## config.mk

```make
export PLATFORM = sky130hd
export DESIGN_NAME = gauss_pass_sched_flat
export DESIGN_NICKNAME = d
export VERILOG_FILES = /design/src/rtl/gauss_pkg.sv /design/src/rtl/gauss_pass_sched_if.sv /design/src/rtl/gauss_addr_gen.sv /design/src/rtl/gauss_pass_sched.sv /design/src/flat_wrapper.sv
export SDC_FILE = /design/constraint.sdc
export NUM_CORES = 1
export LEC_CHECK = 0
export CAP_MARGIN = 0
export CORE_MARGIN = 2
export CORE_UTILIZATION = 25
export CTS_BUF_LIST = sky130_fd_sc_hd__clkbuf_4 sky130_fd_sc_hd__clkbuf_8
export CTS_CLUSTER_DIAMETER = 120
export DETAILED_ROUTE_END_ITERATION = 12
export SYNTH_ARGS = -nofsm -noshare
export SYNTH_HDL_FRONTEND = slang
export SYNTH_SLANG_ARGS = --single-unit
export TNS_END_PERCENT = 50
```

## constraint.sdc

```tcl
create_clock -name clk -period 7.1 [get_ports clk]
set_clock_uncertainty 0.2 [all_clocks]
set_input_delay 1.065 -clock clk [delete_from_list [all_inputs] [get_ports clk]]
set_output_delay 1.065 -clock clk [all_outputs]
set_load 0.01 [all_outputs]
```

## src/rtl/gauss_pkg.sv

```systemverilog
// gauss_pkg: shared types and constants for the Gaussian pass scheduler
// Contents: state_t (sequencer states), KW (kernel-select width), frm() (frame size in pixels).
package gauss_pkg;
  localparam int KW = 3;
  typedef enum logic [2:0] {IDLE, CLR, STREAM, FLUSH, DRAIN, NEXT, DONE} state_t;
  function automatic int frm(int w, int h);
    return w * h;
  endfunction
endpackage

```

## src/rtl/gauss_pass_sched_if.sv

```systemverilog
// gauss_pass_sched_if: scale-space memory and filter bus of the pass scheduler
// Memory: rd_en/rd_addr/rd_data (1-cycle read latency), wr_en/wr_addr/wr_data.
// Filter: filt_rst (active-low), filt_valid/filt_data in, filt_kern select, filt_vout/filt_dout out.
// master = scheduler side, slave = memory/filter side.
interface gauss_pass_sched_if
  import gauss_pkg::*;
#(
  parameter int AW = 20,
  parameter int DW = 16
);
  logic          rd_en;
  logic [AW-1:0] rd_addr;
  logic [DW-1:0] rd_data;
  logic          wr_en;
  logic [AW-1:0] wr_addr;
  logic [DW-1:0] wr_data;
  logic          filt_rst;
  logic          filt_valid;
  logic [DW-1:0] filt_data;
  logic [KW-1:0] filt_kern;
  logic          filt_vout;
  logic [DW-1:0] filt_dout;
  modport master (
    output rd_en, rd_addr, wr_en, wr_addr, wr_data, filt_rst, filt_valid, filt_data, filt_kern,
    input  rd_data, filt_vout, filt_dout
  );
  modport slave (
    input  rd_en, rd_addr, wr_en, wr_addr, wr_data, filt_rst, filt_valid, filt_data, filt_kern,
    output rd_data, filt_vout, filt_dout
  );
endinterface

```

## src/rtl/gauss_addr_gen.sv

```systemverilog
// gauss_addr_gen: frame address = (scale+BASE_OFS)*FRM + row*WIDE + col, with linear pixel offset
// Ports: clk, rst (sync, active-low), clr (restart frame), inc (advance one pixel),
//        scale (pass index), addr (memory address), off (pixels advanced since clr).
module gauss_addr_gen
  import gauss_pkg::*;
#(
  parameter int WIDE     = 230,
  parameter int HIGN     = 235,
  parameter int CNT_DW   = 16,
  parameter int AW       = 20,
  parameter int BASE_OFS = 0
) (
  input  logic          clk,
  input  logic          rst,
  input  logic          clr,
  input  logic          inc,
  input  logic [KW-1:0] scale,
  output logic [AW-1:0] addr,
  output logic [AW-1:0] off
);
  localparam logic [AW-1:0] FRM_A = AW'(frm(WIDE, HIGN));
  localparam logic [CNT_DW-1:0] COL_END = CNT_DW'(WIDE - 1);
  localparam logic [CNT_DW-1:0] ROW_END = CNT_DW'(HIGN - 1);
  logic [CNT_DW-1:0] row, col;
  always_ff @(posedge clk)
    if (!rst || clr) begin
      off <= '0;
      row <= '0;
      col <= '0;
    end else if (inc) begin
      off <= off + 1'b1;
      col <= (col == COL_END) ? '0 : col + 1'b1;
      row <= (col != COL_END) ? row : (row == ROW_END) ? '0 : row + 1'b1;
    end
  // row/col drive the in-frame offset so the debug position always matches the address
  assign addr = (AW'(scale) + AW'(BASE_OFS)) * FRM_A + AW'(row) * AW'(WIDE) + AW'(col);
endmodule

```

## src/rtl/gauss_pass_sched.sv

```systemverilog
// gauss_pass_sched: time-shares one Gaussian filter over the NSCALE passes of a SIFT octave
// Ports: clk, rst (sync, active-low), start (octave start, IDLE only), busy, done (1-cycle pulse),
//        err (sticky watchdog flag), bus (gauss_pass_sched_if.master: memory + filter side).
// Option: define GSCHED_TIMEOUT_EN to enable the per-pass TMO-cycle watchdog.
module gauss_pass_sched
  import gauss_pkg::*;
#(
  parameter int WIDE   = 230,
  parameter int HIGN   = 235,
  parameter int DW     = 16,
  parameter int CNT_DW = 16,
  parameter int AW     = 20,
  parameter int NSCALE = 5,
  parameter int FLUSH  = 1410,
  parameter int TMO    = 65535
) (
  input  logic clk,
  input  logic rst,
  input  logic start,
  output logic busy,
  output logic done,
  output logic err,
  gauss_pass_sched_if.master bus
);
  localparam logic [AW-1:0] FRM_A = AW'(frm(WIDE, HIGN));
  state_t st, nx;
  logic [KW-1:0] s;
  logic [AW-1:0] cnt, r_addr, r_off, w_addr, w_off;
  logic rd_q, fl_q, act, acc, w_full, tmo_hit;
  assign act    = st inside {STREAM, gauss_pkg::FLUSH, DRAIN};
  assign w_full = w_off == FRM_A;
  assign acc    = act && bus.filt_vout && !w_full;
  gauss_addr_gen #(
    .WIDE(WIDE), .HIGN(HIGN), .CNT_DW(CNT_DW), .AW(AW), .BASE_OFS(0)
  ) u_rd (
    .clk(clk), .rst(rst), .clr(st == CLR), .inc(st == STREAM), .scale(s),
    .addr(r_addr), .off(r_off)
  );
  gauss_addr_gen #(
    .WIDE(WIDE), .HIGN(HIGN), .CNT_DW(CNT_DW), .AW(AW), .BASE_OFS(1)
  ) u_wr (
    .clk(clk), .rst(rst), .clr(st == CLR), .inc(acc), .scale(s),
    .addr(w_addr), .off(w_off)
  );
`ifdef GSCHED_TIMEOUT_EN
  logic [31:0] tcnt;
  always_ff @(posedge clk)
    if (!rst) begin
      tcnt <= '0;
      err  <= 1'b0;
    end else begin
      tcnt <= act ? tcnt + 1'b1 : '0;
      err  <= (st == IDLE && start) ? 1'b0 : err | tmo_hit;
    end
  assign tmo_hit = act && !w_full && tcnt == 32'(TMO - 1);
`else
  assign tmo_hit = 1'b0;
  assign err     = 1'b0;
`endif
  always_ff @(posedge clk)
    st <= !rst ? IDLE : nx;
  // cnt measures cycles spent in the current state (CLR length, FLUSH length)
  always_ff @(posedge clk)
    if (!rst) begin
      cnt  <= '0;
      s    <= '0;
      rd_q <= 1'b0;
      fl_q <= 1'b0;
    end else begin
      cnt  <= (st != nx) ? '0 : cnt + 1'b1;
      s    <= (st == DONE) ? '0 : (st == NEXT && nx == CLR) ? s + 1'b1 : s;
      rd_q <= st == STREAM;
      fl_q <= st == gauss_pkg::FLUSH;
    end
  always_comb begin
    nx = st;
    case (st)
      IDLE:             nx = start ? CLR : IDLE;
      CLR:              nx = (cnt == AW'(1)) ? STREAM : CLR;
      STREAM:           nx = (r_off == FRM_A - 1'b1) ? gauss_pkg::FLUSH : STREAM;
      gauss_pkg::FLUSH: nx = (cnt == AW'(FLUSH - 1)) ? DRAIN : gauss_pkg::FLUSH;
      DRAIN:            nx = w_full ? NEXT : DRAIN;
      NEXT:             nx = (s == KW'(NSCALE - 1)) ? DONE : CLR;
      DONE:             nx = IDLE;
      default:          nx = IDLE;
    endcase
    if (tmo_hit) nx = DONE;
  end
  // filter input is the read stream delayed by the memory latency, followed back-to-back by flush zeros
  always_comb begin
    busy           = st != IDLE;
    done           = st == DONE;
    bus.rd_en      = st == STREAM;
    bus.rd_addr    = (st == STREAM) ? r_addr : '0;
    bus.wr_en      = acc;
    bus.wr_addr    = acc ? w_addr : '0;
    bus.wr_data    = acc ? bus.filt_dout : DW'(0);
    bus.filt_rst   = st != CLR;
    bus.filt_valid = rd_q | fl_q;
    bus.filt_data  = rd_q ? bus.rd_data : DW'(0);
    bus.filt_kern  = s;
  end
endmodule
```

## src/flat_wrapper.sv

```systemverilog
// flat-port wrapper written by rule: the top's interface ports become plain ports
module gauss_pass_sched_flat import gauss_pkg::*;
#(
  parameter int WIDE   = 230,
  parameter int HIGN   = 235,
  parameter int DW     = 16,
  parameter int CNT_DW = 16,
  parameter int AW     = 20,
  parameter int NSCALE = 5,
  parameter int FLUSH  = 1410,
  parameter int TMO    = 65535
)
  (clk, rst, start, busy, done, err, bus_rd_en, bus_rd_addr, bus_wr_en, bus_wr_addr, bus_wr_data, bus_filt_rst, bus_filt_valid, bus_filt_data, bus_filt_kern, bus_rd_data, bus_filt_vout, bus_filt_dout);
  gauss_pass_sched_if #(.AW(AW), .DW(DW)) bus_i ();
  input  logic clk;
  input  logic rst;
  input  logic start;
  output logic busy;
  output logic done;
  output logic err;
  output wire logic [$bits(bus_i.rd_en)-1:0] bus_rd_en;
  output wire logic [$bits(bus_i.rd_addr)-1:0] bus_rd_addr;
  output wire logic [$bits(bus_i.wr_en)-1:0] bus_wr_en;
  output wire logic [$bits(bus_i.wr_addr)-1:0] bus_wr_addr;
  output wire logic [$bits(bus_i.wr_data)-1:0] bus_wr_data;
  output wire logic [$bits(bus_i.filt_rst)-1:0] bus_filt_rst;
  output wire logic [$bits(bus_i.filt_valid)-1:0] bus_filt_valid;
  output wire logic [$bits(bus_i.filt_data)-1:0] bus_filt_data;
  output wire logic [$bits(bus_i.filt_kern)-1:0] bus_filt_kern;
  input wire logic [$bits(bus_i.rd_data)-1:0] bus_rd_data;
  input wire logic [$bits(bus_i.filt_vout)-1:0] bus_filt_vout;
  input wire logic [$bits(bus_i.filt_dout)-1:0] bus_filt_dout;
  assign bus_rd_en = bus_i.rd_en;
  assign bus_rd_addr = bus_i.rd_addr;
  assign bus_wr_en = bus_i.wr_en;
  assign bus_wr_addr = bus_i.wr_addr;
  assign bus_wr_data = bus_i.wr_data;
  assign bus_filt_rst = bus_i.filt_rst;
  assign bus_filt_valid = bus_i.filt_valid;
  assign bus_filt_data = bus_i.filt_data;
  assign bus_filt_kern = bus_i.filt_kern;
  assign bus_i.rd_data = bus_rd_data;
  assign bus_i.filt_vout = bus_filt_vout;
  assign bus_i.filt_dout = bus_filt_dout;
  gauss_pass_sched #(.WIDE(WIDE), .HIGN(HIGN), .DW(DW), .CNT_DW(CNT_DW), .AW(AW), .NSCALE(NSCALE), .FLUSH(FLUSH), .TMO(TMO)) u_core (.clk(clk), .rst(rst), .start(start), .busy(busy), .done(done), .err(err), .bus(bus_i));
endmodule
```

# Word-level counts from Yosys, hierarchy flattened
# Cells that the tools add are included.
[op_classes] n_reduce_logical=13 bitwise_logic=4 mul=4 n_mux=15 order_cmp=0 n_eq_ne=20 div=0 shifts=0 n_addsub=13
[op_table] cell="16-bit two-way mux" count=6
[op_table] cell="16-bit by 1-bit adder with 16-bit output, second input constant" count=4
[op_table] cell="16-bit by 8-bit equality test with 1-bit output, second input constant" count=4
[op_table] cell="20-bit by 1-bit adder with 20-bit output, second input constant" count=3
[op_table] cell="20-bit by 16-bit adder with 20-bit output" count=2
[op_table] cell="20-bit by 16-bit equality test with 1-bit output, second input constant" count=2
[op_table] cell="20-bit two-way mux" count=2
[op_table] cell="16-bit by 7-bit multiplier with 19-bit output, second input constant" count=2
[op_table] cell="16-bit by 8-bit inequality test with 1-bit output, second input constant" count=2
[op_table] cell="19-bit by 20-bit adder with 20-bit output" count=1
[op_table] cell="20-bit adder" count=1
[op_table] cell="20-bit by 1-bit equality test with 1-bit output, second input constant" count=1
[op_table] cell="20-bit by 11-bit equality test with 1-bit output, second input constant" count=1
[op_table] cell="4-bit by 15-bit multiplier with 19-bit output, second input constant" count=1
[op_table] cell="3-bit by 15-bit multiplier with 18-bit output, second input constant" count=1
[op_table] cell="3-bit case mux with 6 select lines" count=1
[op_table] cell="3-bit equality test, second input constant" count=4
[op_table] cell="3-bit by 1-bit equality test with 1-bit output, second input constant" count=2
[op_table] cell="3-bit by 2-bit equality test with 1-bit output, second input constant" count=2
[op_table] cell="3-bit two-way mux" count=2
[op_table] cell="3-bit nonzero test" count=2
[op_table] cell="3-bit by 1-bit adder with 4-bit output, second input constant" count=1
[op_table] cell="2-bit AND reduction" count=2
[op_table] cell="2-bit OR reduction" count=2
[op_table] cell="11 further kinds" count=18
[totals] reg_bits=132 output_inout_bits=82 latch_bits=0 romBits=0 mem_count=0 ram_bits=0

# Longest topological paths before layout
# Gate-level depths: netlist (run 1).
[depth] word_depth=5 ltp_mapped=26

# Cells and area by module
# From an unflattened synthesis (run 1), not the netlist that was laid out.
[unflattened] cells_unflattened=1579 area_unflattened_um2=13675.6
[by_module_without_submodules] mod="gauss_addr_gen at u_core.u_wr" area_each_um2=5920.7 cells_per_inst=672 n_inst=1
[by_module_without_submodules] mod="gauss_addr_gen at u_core.u_rd" area_each_um2=5765.5 cells_per_inst=647 n_inst=1
[by_module_without_submodules] mod="gauss_pass_sched" area_each_um2=1989.4 cells_per_inst=260 n_inst=1

# Worst setup path after synthesis (run 1)
# Ideal clock, no wire load.
[synth_path] kind="reg2out" start="reg u_core.u_rd.row[1]" end="out bus_rd_addr[19]" required_ns=5.835 stages_incl_launch_ff=25 n_path_buf=1 path_slack_ns=-0.147 arrival_ns=5.982 path_cell_list="dfxtp_1 > inv_1 > fa_1 > inv_1 > fa_1 > ha_1 > inv_1 > fa_1 > inv_1 > ha_1 > o21a_1 > o21a_1 > and3_1 > a2111o_1 > xnor2_1 > fa_1 > inv_1 > ha_1 > clkbuf_1 > a21o_1 > a211oi_1 > a21oi_1 > a211oi_1 > xnor3_1 > nor2_1"
[synth_via] elab_chain_len=4
[synth_rtl] element="start: declaration" line_no="gauss_addr_gen.sv:24" source="logic [CNT_DW-1:0] row, col;"
[synth_rtl] element="start signal: assignment" line_no="gauss_addr_gen.sv:33" source="row <= (col != COL_END) ? row : (row == ROW_END) ? '0 : row + 1'b1;"
[synth_rtl] element="16-bit by 7-bit multiplier with 19-bit output" line_no="gauss_addr_gen.sv:36" source="assign addr = (AW'(scale) + AW'(BASE_OFS)) * FRM_A + AW'(row) * AW'(WIDE) + AW'(col);"
[synth_rtl] element="19-bit by 20-bit adder with 20-bit output" line_no="gauss_addr_gen.sv:36"
[synth_rtl] element="20-bit by 16-bit adder with 20-bit output" line_no="gauss_addr_gen.sv:36"
[synth_rtl] element="20-bit two-way mux" line_no="gauss_pass_sched.sv:94" source="bus.rd_addr = (st == STREAM) ? r_addr : '0;"
[synth_rtl] element="end: declaration" line_no="flat_wrapper.sv:22" source="output wire logic [$bits(bus_i.rd_addr)-1:0] bus_rd_addr;"
# No other way between the ends.

# Worst setup path after layout (run 1)
[layout_path] start="reg u_core.u_rd.row[2]" end="out bus_rd_addr[19]"
# Same word-level chain as after synthesis.

==> results of run 1 <==
-- worst max-delay path by stage --
| stage | to | slack [ns] | cells after the start |
|---|---|---|---|
| finish | bus_rd_addr[19] | -0.19 | 24 |
| global route | bus_wr_addr[19] | -0.39 | 24 |
| floorplan | bus_rd_addr[19] | 0.08 | 24 |
| CTS | bus_rd_addr[19] | -0.18 | 24 |
| global placement | bus_wr_addr[19] | -0.38 | 26 |
| detailed placement | bus_wr_addr[19] | -0.49 | 26 |
-- layout make-up --
class                      count  area (sq um)  area share, %
clock buffer                  17           234           1.30
timing repair buffer         271          2260           12.6
antenna                        1          2.50         0.0139
multi-input combinational   1230         10800           59.8
inverter                     253           957           5.32
tap                          748           936           5.20
clock inverter                15           185           1.03
sequential                   132          2660           14.8
-- metal layers --
| metal | part of all wire [%] | wire length (microns) | GRT usage (%) |
|---|---|---|---|
| met1 | 46 | 16300 | 15.5 |
| met2 | 49 | 17600 | 22.1 |
| met3 | 3.5 | 1260 | 2.31 |
| met4 | 1.2 | 416 | 2.58 |
| met5 | 0 | 0 | 0 |
-- logic make-up after synthesis --
group	after synthesis	share of synthesized area, %
buf+inv	286	8.07
flops	132	19.0
other cells	2	0.0540
simple gates	533	19.2
fa+ha+maj	287	31.2
mux	2	0.144
compound gates	217	10.2
xor+xnor	189	12.1
-- cells in the mapped netlist, types with 3 or more instances --
library cell / n / area (sq um)
a21o_1: 35 / 263
nor2_1: 186 / 698
xor2_1: 74 / 648
and3_1: 26 / 163
nor4b_1: 3 / 26.3
xnor2_1: 113 / 990
o21ai_0: 36 / 180
or2_2: 4 / 25.0
nand2_1: 92 / 345
a211o_1: 5 / 43.8
a31oi_1: 12 / 75.1
o21a_1: 9 / 67.6
a21boi_0: 3 / 22.5
buf_1: 6 / 22.5
a21oi_1: 70 / 350
and4_1: 8 / 70.1
nand4_1: 32 / 200
a221oi_1: 3 / 26.3
or3_1: 16 / 100
a31o_2: 3 / 26.3
dfxtp_1: 132 / 2640
a211oi_1: 11 / 82.6
fa_1: 100 / 2000
buf_6: 3 / 33.8
inv_1: 251 / 942
nor4_1: 8 / 50.1
and2_1: 48 / 300
buf_2: 7 / 35.0
nor2b_1: 10 / 62.6
buf_4: 4 / 30.0
nand2b_1: 9 / 56.3
ha_1: 187 / 2340
nor3b_1: 4 / 30.0
o21bai_1: 9 / 67.6
nand3_1: 47 / 235
a311oi_1: 3 / 26.3
clkbuf_1: 13 / 48.8
nor3_1: 23 / 115
-- report_power, final --
group	internal, W	switching [W]	leakage [nW]	total [W]
Clock	0.000300	0.000377	0.205	0.000676
Sequential	0.000743	0.00000628	1.07	0.000749
Combinational	0.0000424	0.0000562	7.21	0.0000986
Total	0.00109	0.000439	8.49	0.00152
-- timing repair --
action | CTS | global route
gates cloned | 0 | 0
gates resized for setup | 158 | 55
setup endpoints to repair | 20 | 20
hold endpoints to repair | 0 | 0
pin swaps | 74 | 56
buffers inserted | 7 | 11
-- metrics by stage --
| step | setup TNS [ns] | instances |
|---|---|---|
| 2_1_floorplan | 0 | 1648 |
| 4_1_cts | -0.832 | 2655 |
| 3_5_place_dp | -3.53 | 2616 |
| 5_1_grt | -4.62 | 2666 |
| 6_report | -0.622 | 2667 |
| 3_3_place_gp | -2.70 | 2616 |
-- sequential cells by signal, indices dropped and copies added (netlist names) --
signal and cells:
u_core.u_rd.row 16, u_core.fl_q 1, u_core.bus.filt_kern 3, u_core.u_rd.col 16, u_core.st 3, u_core.u_wr.off 20, u_core.u_rd.off 20, u_core.rd_q 1
u_core.cnt 20, u_core.u_wr.row 16, u_core.u_wr.col 16
==> flow_summary.yaml, run 1 <==
synthesis:
  synth_nets: 1971
  syn_avg_cell_area_sq_um: 8.44
  ys.flop_type: "dfxtp_1"
  ys_warn_count: 0
  ys_ff_latch: 132
  synth-edff-count: 0
  ys_types: 72
  synth-async-reset-ratio_pct: 0
  netlist_area_sq_mm: 0.0139
  syn_inst: 1648
  seq_area_frac_synth_pct: 19.0
drt:
  first_pass_iters: 5
  totalWireLength_microns: 35500
  dr_total_vias: 11607
  drc: 0
  drt_iter0_drc: 571
  wl_per_cell_microns: 13.3
  final_antenna_net_count: 0
  vias_per_cell: 4.35
critical_path:
  worst_path_most_repeated_cell: "fa_1"
  cp_top_family: "adder cells"
  crit_fanout: 3
  endpoint_kind: "output port"
  critPathSlowestCell: "fa_1"
  arrival_ns: 6.02
  rr_worst_depth: 8
  r2r_slack_ns: 3.92
  cp-start-kind: "flop"
  crit_buf_inv: 6
  r2r_end: "u_core.u_wr.row[3]"
  worstPathRequired_ns: 5.83
  cp_cell_sequence: "inv_4 -> fa_1 -> inv_1 -> fa_1 -> ha_1 -> inv_2 -> fa_1 -> inv_2 -> ha_4 -> o21a_1 -> o21a_1 -> and3_1 -> a2111o_1 -> xnor2_2 -> fa_1 -> inv_2 -> ha_4 -> a21o_1 -> a211oi_2 -> a21oi_2 -> a211oi_2 -> xnor3_1 -> nor2_2 -> buf_2"
  slowest_delay_ns: 0.51
  critPathKind: "flop to output port"
  timing.rr.start: "u_core.st[2]"
  worstSetupStartpoint: "u_core.u_rd.row[2]"
timing:
  post-route-period-util_pct: 103
  slew_viol_final: 0
  final-hold-violation-count: 0
  min_period_ns: 7.29
  fin_hold_ws_ns: 0.294
  fmaxAchievable_ghz: 0.137
  finalWorstSetupSlack_ns: -0.185
  rsz0062_at_grt: "yes"
  setup_viol: 8
  relSlewSlack_pct: 45.8
  worstMarginPinSlew_ns: 0.811
clocking:
  clkTransAtPathRegs_ns: 0.10
  htree_levels: 4
  cts_max_path_buffers: 2
  cts-root-buf: "clkbuf_8"
  cts_sinks: 132
  cts_hold_buf: 0
  clock_latency_ns: 0.47
  cts_tree: "built"
  numCtsBuffers: 17
min_path:
  min-delay-start: "u_core.cnt[0]"
  hold_path_class: "flop to flop"
  holdPathEnd: "u_core.cnt[0]"
  min_delay_path_depth: 1
grt:
  grt_pass1_wl_microns: 58200
  grt_use_total_pct: 12.4
  antenna_found_initial: 1
  grt_max_degree: 48
  grt_overflow: 0
  first_global_vias: 11933
final_layout:
  final_cell_mix: "inv_1, nor2_1, ha_1"
  n_fill_cell: 5762
  fin_nets: 2228
  area_growth_pct: 29.4
  fin_util_pct: 32.7
  drive_above_1_share_pct: 18.4
  fin_area_sq_mm: 0.0180
  mostFrequentLayoutCell: "inv_1"
pwr:
  ir_drop_mv: 0.111
  powerDensity_mw_per_mm2: 84.7
  power_leakage_nw: 8.49
  power_w: 0.00152
die:
  dieArea_sq_mm: 0.0576
  pin_count: 118
  start_util_pct: 25.3
  die_y_microns: 240
  coreArea_sq_mm: 0.0551
  die_x_microns: 240
  rows: 86
run:
  maxCapViolCount: 0
placed_design:
  dp_slack_ns: -0.491
  io_buffers: 116
  gp_congestion: 0.840
  placed_area_sq_mm: 0.0169
  hpwl_microns: 28400
run_status:
  outcome: "complete, but fails checks"
  violations: "setup timing"
Note: power is estimated with default switching activity, not from simulation.
==> run 2: changes to the inputs <==
--- a/config.mk
+++ b/config.mk
@@ -11,6 +11,7 @@
 export CTS_BUF_LIST = sky130_fd_sc_hd__clkbuf_4 sky130_fd_sc_hd__clkbuf_8
 export CTS_CLUSTER_DIAMETER = 120
 export DETAILED_ROUTE_END_ITERATION = 12
+export SETUP_SLACK_MARGIN = 0.05
 export SYNTH_ARGS = -nofsm -noshare
 export SYNTH_HDL_FRONTEND = slang
 export SYNTH_SLANG_ARGS = --single-unit
==> run 2 against run 1 <==
  * Largest power group unchanged
  * Setup slack got worse by 0.0036 ns
  * Largest cell class unchanged
  * Fmax about the same
  * Combinational power about the same
  * Cell count about the same
  * The flow still finishes with violations (setup timing)
  * Flip-flop and latch count unchanged
==> flow_summary.yaml, run 2 (synthesis results as in run 1) <==
run_status:
  outcome: "complete, but fails checks"
  violations: "setup timing"
pwr:
  ir_drop_mv: 0.112
  power_leakage_nw: 8.47
  powerDensity_mw_per_mm2: 84.4
final_layout:
  drive_above_1_share_pct: 18.4
  multiInputGateArea_sq_mm: 0.0108
  fin_util_pct: 32.8
  final-seq-area_sq_mm: 0.00266
  stdcell_count: 2665
  mostFrequentLayoutCell: "inv_1"
  n_fill_cell: 5749
  top_regs: "u_core.cnt x20, u_core.u_rd.off x20, u_core.u_wr.off x20"
  area_growth_pct: 29.9
  fin_nets: 2226
  final_cell_mix: "inv_1, nor2_1, ha_1"
grt:
  first_global_vias: 11995
  grt_overflow: 0
  grt_max_degree: 48
  antenna_found_initial: 1
  grt_use_total_pct: 12.4
  grt_pass1_wl_microns: 58500
run:
  maxCapViolCount: 0
drt:
  first_pass_iters: 5
  totalWireLength_microns: 35600
  dr_total_vias: 11644
  drt_iter0_drc: 585
  wl_per_cell_microns: 13.4
  vias_per_cell: 4.37
  drc: 0
  final_antenna_net_count: 0
timing:
  worstMarginPinSlew_ns: 0.811
  fmaxAchievable_ghz: 0.137
  min_period_ns: 7.29
  slew_viol_final: 0
  rsz0062_at_grt: "yes"
  relSlewSlack_pct: 45.8
  final-hold-violation-count: 0
  post-route-period-util_pct: 103
  finalWorstSetupSlack_ns: -0.189
  setup_viol: 6
critical_path:
  crit_fanout: 3
  cp-start-kind: "flop"
  slowest_delay_ns: 0.49
  endpoint_kind: "output port"
  critPathSlowestCell: "fa_1"
  worst_path_most_repeated_cell: "fa_1"
  critPathKind: "flop to output port"
  cp_top_family: "adder cells"
  crit_buf_inv: 9
  arrival_ns: 6.02
  worstPathRequired_ns: 5.83
min_path:
  hold_path_class: "flop to flop"
die:
  start_util_pct: 25.3
  dieArea_sq_mm: 0.0576
  rows: 86
  die_y_microns: 240
  coreArea_sq_mm: 0.0551
  die_x_microns: 240
  pin_count: 118
clocking:
  cts-root-buf: "clkbuf_8"
  cts_sinks: 132
  cts_tree: "built"
  clkTransAtPathRegs_ns: 0.10
  htree_levels: 4
  numCtsBuffers: 17
  clock_latency_ns: 0.48
  cts_max_path_buffers: 2
placed_design:
  hpwl_microns: 28400
  gp_congestion: 0.840
  dpl.cell_count: 2616
  io_buffers: 116
==> run 2: cell types whose count changed in the layout (fill, tap and decap cells not counted), sizes merged <==
cell           previous run  this run
dlymetal6s2s              1         0
buf                     168       166
clkdlybuf4s15             0         1
==> run 2: metrics by stage <==
stage | power [W] | setup WS [ns] | hold WS (ns) | setup TNS [ns] | area, sq um
2_1_floorplan | 0.000821 | 0.0844 | 0.242 | 0 | 13900
3_3_place_gp | 0.000866 | -0.380 | 0.253 | -2.70 | 16900
3_5_place_dp | 0.000867 | -0.491 | 0.278 | -3.53 | 16900
4_1_cts | 0.00155 | -0.182 | 0.300 | -0.554 | 17900
5_1_grt | 0.00159 | -0.398 | 0.319 | -4.19 | 18100
6_report | 0.00153 | -0.189 | 0.294 | -0.441 | 18100
==> run 2: repair_timing <==
item,CTS,global route
resized for setup,189,41
pin swaps,91,47
endpoints found under the setup margin,21,20
hold buffers,0,0
setup buffers,7,9
hold endpoints to repair,0,0
gates cloned,0,0
==> run 2: metal layers <==
metal	GRT usage, %	up-vias	part of all wire, %
met1	15.5	5529	45
met4	2.64	0	1.3
met2	22.2	185	49
met5	0	-	0
met3	2.32	34	4.3
li1	-	5896	-
==> run 2: path summary, 6_finish.rpt <==
kind / startpoint / to / cells past startpoint / slack, ns
max: u_core.u_rd.row[2] / bus_rd_addr[19] / 26 / -0.19
max reg2reg: u_core.st[2] / u_core.u_wr.row[3] / 8 / 3.91
min: u_core.cnt[0] / u_core.cnt[0] / 1 / 0.29
min reg2reg: u_core.cnt[0] / u_core.cnt[0] / 1 / 0.29
==> run 2: layout make-up <==
cell class                 count  area share, %
multi-input combinational   1230           59.9
sequential                   132           14.7
timing repair buffer         269           12.6
inverter                     253           5.30
tap                          748           5.18
clock buffer                  17           1.29
clock inverter                15           1.02
antenna                        1         0.0138
==> run 2: power by group <==
group | internal, W | switching, W
Sequential | 0.000743 | 0.00000635
Combinational | 0.0000423 | 0.0000561
Clock | 0.000300 | 0.000377
Total | 0.00109 | 0.000440
==> run 2: worst register-to-register path, cell delays in order, from the launching register on <==
cell and delay [ns]:
dfxtp_1 0.59, nor3b_1 0.26, o21a_1 0.21, a21bo_1 0.22, buf_4 0.22, inv_4 0.38
nand2_4 0.25, o21ai_2 0.60, a21oi_1 0.12
==> run 3: changes to the inputs <==
--- a/config.mk
+++ b/config.mk
@@ -5,12 +5,15 @@
 export SDC_FILE = /design/constraint.sdc
 export NUM_CORES = 1
 export LEC_CHECK = 0
+export ABC_CLOCK_PERIOD_IN_PS = 7100
 export CAP_MARGIN = 0
+export CELL_PAD_IN_SITES_DETAIL_PLACEMENT = 1
+export CELL_PAD_IN_SITES_GLOBAL_PLACEMENT = 2
 export CORE_MARGIN = 2
 export CORE_UTILIZATION = 25
 export CTS_BUF_LIST = sky130_fd_sc_hd__clkbuf_4 sky130_fd_sc_hd__clkbuf_8
-export CTS_CLUSTER_DIAMETER = 120
 export DETAILED_ROUTE_END_ITERATION = 12
+export PLACE_DENSITY_LB_ADDON = 0.1
 export SETUP_SLACK_MARGIN = 0.05
 export SYNTH_ARGS = -nofsm -noshare
 export SYNTH_HDL_FRONTEND = slang
==> run 3 against run 2 <==
  * The flow still finishes with violations (setup timing)
  * Non-clock buffer count increased by 36
  * Via count rose by 0.89%
  * Cell area increased by 2.3%
  * Register-to-register slack got worse by 0.14 ns
  * Largest power group unchanged
  * Highest routed layer is now met5
==> flow_summary.yaml, run 3 (synthesis results as in run 1) <==
run_status:
  outcome: "complete, but fails checks"
  violations: "setup timing"
critical_path:
  crit_fanout: 2
  cp-start-kind: "flop"
  critPathSlowestCell: "fa_1"
  rr_worst_depth: 8
  arrival_ns: 6.03
  timing.rr.start: "u_core.st[1]"
  cp_cell_sequence: "inv_2 -> fa_1 -> inv_1 -> fa_1 -> ha_1 -> inv_2 -> fa_1 -> inv_2 -> ha_4 -> o21a_1 -> o21a_1 -> and3_1 -> a2111o_1 -> xnor2_2 -> fa_1 -> inv_2 -> ha_4 -> a21o_1 -> a211oi_2 -> a21oi_2 -> a211oi_2 -> xnor3_1 -> nor2_2 -> buf_2"
  worstSetupStartpoint: "u_core.u_rd.row[1]"
  worstPathRequired_ns: 5.83
  endpoint_kind: "output port"
  critPathKind: "flop to output port"
  r2r_slack_ns: 3.77
  r2r_end: "u_core.u_wr.row[0]"
  slowest_delay_ns: 0.52
die:
  rows: 86
  dieArea_sq_mm: 0.0576
  pin_count: 118
  coreArea_sq_mm: 0.0551
  die_y_microns: 240
  die_x_microns: 240
  start_util_pct: 25.3
drt:
  final_antenna_net_count: 0
  dr_total_vias: 11748
  drc: 0
  drt_iter0_drc: 263
  wl_per_cell_microns: 15.5
  first_pass_iters: 4
  vias_per_cell: 4.35
  totalWireLength_microns: 41900
timing:
  finalWorstSetupSlack_ns: -0.196
  fin_hold_ws_ns: 0.273
  post-route-period-util_pct: 103
  relSlewSlack_pct: 36.1
  min_period_ns: 7.30
  rsz0062_at_grt: "yes"
  fmaxAchievable_ghz: 0.137
  setup_viol: 11
  slew_viol_final: 0
  final-hold-violation-count: 0
  worstMarginPinSlew_ns: 0.956
pwr:
  ir_drop_mv: 0.0771
  pwr-share-seq_pct: 47.3
  switching_share_pct: 26.1
  power_leakage_nw: 8.68
  p_comb_share_pct: 6.5
  netSwitchingPower_w: 0.000414
  powerDensity_mw_per_mm2: 85.7
  pwr-share-clk_pct: 46.2
  internal_power_w: 0.00117
final_layout:
  drive_above_1_share_pct: 20.8
  fin_nets: 2262
  final_cell_mix: "inv_1, nor2_1, buf_4"
  area_growth_pct: 32.9
  diodes: 0
  top_regs: "u_core.cnt x20, u_core.u_rd.off x20, u_core.u_wr.off x20"
  mostFrequentLayoutCell: "inv_1"
run:
  maxCapViolCount: 0
clocking:
  htree_levels: 4
  cts_max_path_buffers: 2
  cts-root-buf: "clkbuf_8"
  clock_latency_ns: 0.53
  numCtsBuffers: 17
  clkTransAtPathRegs_ns: 0.09
  cts_tree: "built"
  cts_sinks: 132
  cts_hold_buf: 0
grt:
  antenna_found_initial: 1
  grt_overflow: 0
  first_global_vias: 13062
  grt_use_total_pct: 15.4
  grt_pass1_wl_microns: 69300
  grt_max_degree: 37
min_path:
  holdPathEnd: "u_core.u_wr.col[14]"
  min_delay_path_depth: 2
  min-delay-start: "u_core.u_wr.col[14]"
  hold_path_class: "flop to flop"
placed_design:
  gp_congestion: 0.778
  hpwl_microns: 34300
  io_buffers: 116
  dp_slack_ns: -0.626
[run 3: cell types whose count changed in the layout (fill, tap and decap cells not counted), sizes merged]
cell           previous run  this run
diode                     1         0
clkinvlp                  2         1
clkdlybuf4s50            96        95
clkdlybuf4s15             1         0
dlygate4sd2               4         3
bufinv                    1         3
clkinv                    4         6
inv                     261       254
clkbuf                   19        23
buf                     166       205
[run 3: power by group through the flow]
stage	registers [W]	clock network, W	logic (W)
CTS	0.000749	0.000775	0.000107
global route	0.000751	0.000797	0.000114
finish	0.000749	0.000733	0.000102
floorplan	0.000763	0	0.0000576
global placement	0.000767	0	0.000106
detailed placement	0.000767	0	0.000106
[run 3: area by class of cell]
| cell class | count | area [sq um] |
|---|---|---|
| timing repair buffer | 305 | 2530 |
| inverter | 253 | 962 |
| fill | 6516 | 36600 |
| sequential | 132 | 2660 |
| clock buffer | 21 | 289 |
| multi-input combinational | 1230 | 11000 |
| tap | 748 | 936 |
| clock inverter | 11 | 148 |
[run 3: timing repair]
action                                  4_1_cts  5_1_grt
pin swaps                                   103       73
setup buffers                                10        4
resized for setup                           198       58
endpoints found under the setup margin       21       21
[run 3: routing by layer]
layer	GRT usage, %	wire length [microns]	vias to the layer above
li1	-	-	5956
met1	18.2	18700	5702
met2	28.7	21900	63
met3	2.32	654	25
met4	3.97	622	2
met5	0	13	-
[run 3: how the worst max path moves through the flow]
stage	end	slack, ns	cells past startpoint
2_1_floorplan	bus_rd_addr[19]	0.08	24
3_3_place_gp	bus_wr_addr[19]	-0.54	25
3_5_place_dp	bus_wr_addr[19]	-0.63	27
4_1_cts	bus_rd_addr[19]	-0.35	24
5_1_grt	bus_rd_addr[17]	-0.55	25
6_report	bus_rd_addr[19]	-0.20	24
[run 3: per-stage QoR]
stage / TNS [ns] / total power [W] / instances / utilization, % / cell area (sq um)
finish: -1.30 / 0.00158 / 2700 / 33.6 / 18500
global route: -6.84 / 0.00166 / 2700 / 33.6 / 18500
CTS: -3.27 / 0.00163 / 2696 / 33.1 / 18300
detailed placement: -4.82 / 0.000873 / 2656 / 31.2 / 17200
global placement: -4.17 / 0.000873 / 2656 / 31.2 / 17200
floorplan: 0 / 0.000821 / 1648 / - / 13900
[run 3: critical path, delay by kind of cell, from the launching register on]
kind | cells | cell delay [ns]
buf+inv | 6 | 0.36
flops | 1 | 0.34
xor+xnor | 2 | 0.42
fa+ha+maj | 7 | 2.65
simple gates | 2 | 0.23
compound gates | 7 | 1.49
